[config.mk]
export PLATFORM = sky130hd
export DESIGN_NAME = odd_parity_gen_4bit
export DESIGN_NICKNAME = d
export VERILOG_FILES = /design/src/rtl/odd_par_pkg.sv /design/src/rtl/odd_par_tree.sv /design/src/rtl/odd_parity_gen_4bit.sv
export SDC_FILE = /design/constraint.sdc
export NUM_CORES = 1
export LEC_CHECK = 0
export ABC_CLOCK_PERIOD_IN_PS = 1100
export BUFFER_PORTS_ARGS = -buffer_cell sky130_fd_sc_hd__buf_2
export CORE_AREA = 2 2 39 41
export CTS_CLUSTER_SIZE = 40
export DETAILED_ROUTE_END_ITERATION = 12
export DIE_AREA = 0 0 41 43
export PLACE_DENSITY_LB_ADDON = 0.3
export SETUP_SLACK_MARGIN = 0.02
export SLEW_MARGIN = 20
export SYNTH_ARGS = -nofsm -noshare
export SYNTH_HDL_FRONTEND = slang
export SYNTH_SLANG_ARGS = --single-unit
[constraint.sdc]
create_clock -name clk -period 1.1 [get_ports clk]
set_clock_uncertainty 0.2 [all_clocks]
set_input_delay 0.165 -clock clk [delete_from_list [all_inputs] [get_ports clk]]
set_output_delay 0.165 -clock clk [all_outputs]
set_load 0.05 [all_outputs]
[src/rtl/odd_par_pkg.sv]
// Shared definitions for the odd-parity generator/checker.
//   DATA_W   : protected data width (nibble)
//   CODE_W   : codeword width, data plus one parity bit
//   code_t   : codeword type {data[3:0], parity}
//   CODE_RST : codeword held in reset (data 0000 with its odd-parity bit)
//   odd_par  : returns the bit that makes {data, bit} odd weight
package odd_par_pkg;

  localparam int unsigned DATA_W = 4;
  localparam int unsigned CODE_W = DATA_W + 1;

  typedef logic [CODE_W-1:0] code_t;

  localparam code_t CODE_RST = 5'b00001;

  function automatic logic odd_par(input logic [DATA_W-1:0] data);
    return ~^data;
  endfunction

endpackage

[src/rtl/odd_par_tree.sv]
// Combinational XNOR reduction over a configurable width.
//   Width  : number of input bits
//   data_i : bits to reduce
//   xnor_o : 1 when data_i has an even number of ones
// Over a data nibble this is the odd-parity bit; over a full codeword it is the
// error flag (even weight means the codeword is corrupt).
module odd_par_tree #(
  parameter int unsigned Width = 4
) (
  input  logic [Width-1:0] data_i,
  output logic             xnor_o
);

  assign xnor_o = ~^data_i;

endmodule

[src/rtl/odd_parity_gen_4bit.sv]
// Registered odd-parity generator for a 4-bit nibble with optional checker.
// Optional checker is compiled in with macro ODD_PAR_CHECK_EN.
//   ERR_CNT_W : width of the saturating error counter (checker only)
//   clk       : clock, rising edge
//   rst_n     : synchronous active-low reset
//   in_valid  : i is valid this cycle
//   i         : data nibble to protect
//   p         : registered odd-parity bit of the last accepted nibble
//   code_out  : registered codeword {i, p}
//   out_valid : p/code_out were loaded on the last edge
//   rx_valid  : rx_code is valid this cycle (checker only)
//   rx_code   : received codeword {data, parity} (checker only)
//   rx_err    : registered even-weight flag for the last rx_code (checker only)
//   err_cnt   : saturating count of errored codewords (checker only)
module odd_parity_gen_4bit
  import odd_par_pkg::*;
#(
  parameter int unsigned ERR_CNT_W = 8
) (
  input  logic                 clk,
  input  logic                 rst_n,
  input  logic                 in_valid,
  input  logic [DATA_W-1:0]    i,
`ifdef ODD_PAR_CHECK_EN
  input  logic                 rx_valid,
  input  logic [CODE_W-1:0]    rx_code,
  output logic                 rx_err,
  output logic [ERR_CNT_W-1:0] err_cnt,
`endif
  output logic                 p,
  output logic [CODE_W-1:0]    code_out,
  output logic                 out_valid
);

  logic  p_d;
  logic  p_q;
  code_t code_q;
  logic  out_valid_q;

  odd_par_tree #(
    .Width (DATA_W)
  ) u_gen_tree (
    .data_i (i),
    .xnor_o (p_d)
  );

  // Reset overrides any valid input presented on the same edge.
  always_ff @(posedge clk) begin
    if (!rst_n) begin
      p_q         <= CODE_RST[0];
      code_q      <= CODE_RST;
      out_valid_q <= 1'b0;
    end else begin
      out_valid_q <= in_valid;
      if (in_valid) begin
        p_q    <= p_d;
        code_q <= {i, p_d};
      end
    end
  end

  assign p         = p_q;
  assign code_out  = code_q;
  assign out_valid = out_valid_q;

`ifdef ODD_PAR_CHECK_EN
  logic                 rx_err_d;
  logic                 rx_err_q;
  logic [ERR_CNT_W-1:0] err_cnt_q;

  // Even weight over the whole codeword means a corrupt word.
  odd_par_tree #(
    .Width (CODE_W)
  ) u_chk_tree (
    .data_i (rx_code),
    .xnor_o (rx_err_d)
  );

  always_ff @(posedge clk) begin
    if (!rst_n) begin
      rx_err_q  <= 1'b0;
      err_cnt_q <= '0;
    end else begin
      rx_err_q <= rx_valid & rx_err_d;
      if (rx_valid && rx_err_d && (err_cnt_q != {ERR_CNT_W{1'b1}})) begin
        err_cnt_q <= err_cnt_q + 1'b1;
      end
    end
  end

  assign rx_err  = rx_err_q;
  assign err_cnt = err_cnt_q;
`else
  // Counter width only matters when the checker is present.
  logic unused_err_cnt_w;
  assign unused_err_cnt_w = ^ERR_CNT_W;
`endif

endmodule

==> impl_metrics.toml <==
[timing]
rsz0062_at_grt = "true"
finalHoldViolations = 0
period_share_pct = 100.5
hold_slack_ns = 0.007025
maxSlewViolCount = 0
relSlewSlack_pct = 87.65
timing.final.ws_setup_ns = -0.005938
finalSetupViolCount = 2
max_clock_freq_mhz = 904.2
tightest_slew_ns = 0.1846
min_period_ns = 1.106

[clock_tree]
cts_tree = "yes"
cts_hold_buf = 0
ctsHtreeMaxLevel = 1
cts-buffers-inserted = 3
clk_pin_slew_ns = 0.05
numClockSinks = 6
cts_setup_buffers = 0
clk_latency_ns = 0.24
cts-root-buf = "clkbuf_4"
clockBufferDepth = 2

[yosys]
ys_ff_latch = 6
yosys.area_share.adder_pct = 0
synth_top_family_by_area = "multiplexers"
syn_area_um2 = 246.5
yosysUniqueCellTypes = 11
synth.area.mux_share_pct = 16.24
seq_area_frac_synth_pct = 48.73
ys_warn_count = 0
syn_nets = 30
synth_compound_area_share_pct = 5.076
synth_simple_gate_area_share_pct = 12.69
syn_inst = 23
synth_xor_area_share_pct = 10.66
syn_area_per_cell_um2 = 10.72

[global_routing]
overflow = 0
grt_use_met2_pct = 8.438
grt_max_degree = 7
grt_pass1_vias = 185
grt_pass1_wl_um = 731
grtUsageMet1_pct = 6.731
antenna_found_initial = 0
grt_usage_pct = 7.021
top_usage_layer = "met2"
grtUsageMet3_pct = 8.377

[pwr]
leakage_nw = 0.1905
power.density_mw_per_mm2 = 1458
ir_worst_vdd_mv = 0.3460

[layout]
fin_nets = 46
diodes = 0
drive_above_1_share_pct = 59.46
final_util_pct = 30.47
fin_cells = 53
fill_cells = 149
design_area_um2 = 421.7
syn2layout_area_growth_pct = 71.07

[setup_path]
critPathKind = "reg -> out"
critical_path.top_delay_family = "flip-flops"
cp.depth = 1
slowest_delay_ns = 0.36
crit_path_end_kind = "output port"
required_ns = 0.73
worstSetupStartpointType = "flip-flop"
worst_ep_arrival_time_ns = 0.74
path_buf_inv = 1
crit_fanout = 3
r2r_slack_ns = 0.21
crit_slowest_cell = "dfxtp_4"
path_cells = "buf_8"
rr_worst_depth = 2

[floorplanning]
core_area_mm2 = 0.001384
initial_core_util_pct = 17.81
pin_count = 14
chipWidth_um = 41
die_h_um = 43
num_rows = 14
die_area_mm2 = 0.001763

[worst_hold_path]
whs_path_depth = 2
min_path_type = "in -> reg"

[outcome]
status = "finished, violations left"
violations = "negative setup slack"

[run]
drv_cap = 0

[route]
drt-wirelength-per-cell_um = 8.472
num_vias = 195
drtPass1Iterations = 1
viasPerCell = 3.679
antenna_left = 0
post-route-drc-count = 0
postRouteWirelength_um = 449
drtIter0Drc = 0

[placed_design]
dp.cells = 50
placed_area_um2 = 325.3
gp_congestion = 0.5690
io_buffers = 13
[through the flow]
step | setup TNS (ns) | setup WS [ns] | power (mW)
floorplan | 0 | 0.009003 | 0.3510
global placement | 0 | 0.1037 | 0.3802
detailed placement | 0 | 0.08773 | 0.3813
CTS | -0.04001 | -0.02004 | 0.6259
global route | -0.1731 | -0.04982 | 0.6616
finish | -0.01162 | -0.005938 | 0.6146
[power breakdown]
part / internal (mW) / switching [mW]
sequential: 0.235 / 0.0134
combinational: 0.0763 / 0.0924
clock: 0.123 / 0.0741
[cell type report]
class	instances	area, um2	share of cell area (%)
clock buffers	3	22.52	5.341
inverters	1	3.754	0.8902
multi-input cells	14	110.1	26.11
flip-flops and latches	6	130.1	30.86
well taps	16	20.02	4.748
repair buffers	13	135.1	32.05
[timing repair]
action,CTS,global route
resized for setup,22,1
setup endpoints to repair,7,7
gates cloned,0,0
[cells in the final DEF (no fill, tap or decap), drive strengths merged]
cell    netlist  routed
buf           2      13
dfxtp         6       6
mux2i         4       4
nor2b         4       4
clkbuf        0       3
xnor2         2       2
inv           1       1
xor2          1       1
a21boi        1       1
o21ai         1       1
and2          1       1
[state kept, by name (all words and copies together) (netlist names)]
signal,cells
out_valid,1
code_out,5
[cells by family after synthesis]
group	after synthesis
xor+xnor	3
mux	4
simple gates	5
buf+inv	3
flops	6
compound gates	2
[cell usage after synthesis, drive strengths merged]
cell | instances | share of area, %
xor2 | 1 | 3.6
xnor2 | 2 | 7.1
dfxtp | 6 | 49
o21ai | 1 | 2.0
mux2i | 4 | 16
inv | 1 | 1.5
buf | 2 | 5.1
a21boi | 1 | 3.0
nor2b | 4 | 10
and2 | 1 | 2.5
[metal layers]
metal	vias up	part of all wire [%]	wire (um)
li1	100	-	-
met5	-	0	0
met4	0	0	0
met2	6	51	228
met3	0	8.7	39
met1	89	40	181
[path summary, 6_finish.rpt]
check	start	endpoint
min reg2reg	code_out[0]	code_out[0]
min	rst_n	out_valid
max	code_out[0]	p
max reg2reg	code_out[0]	code_out[0]
Power figures use the tool's default switching activity.
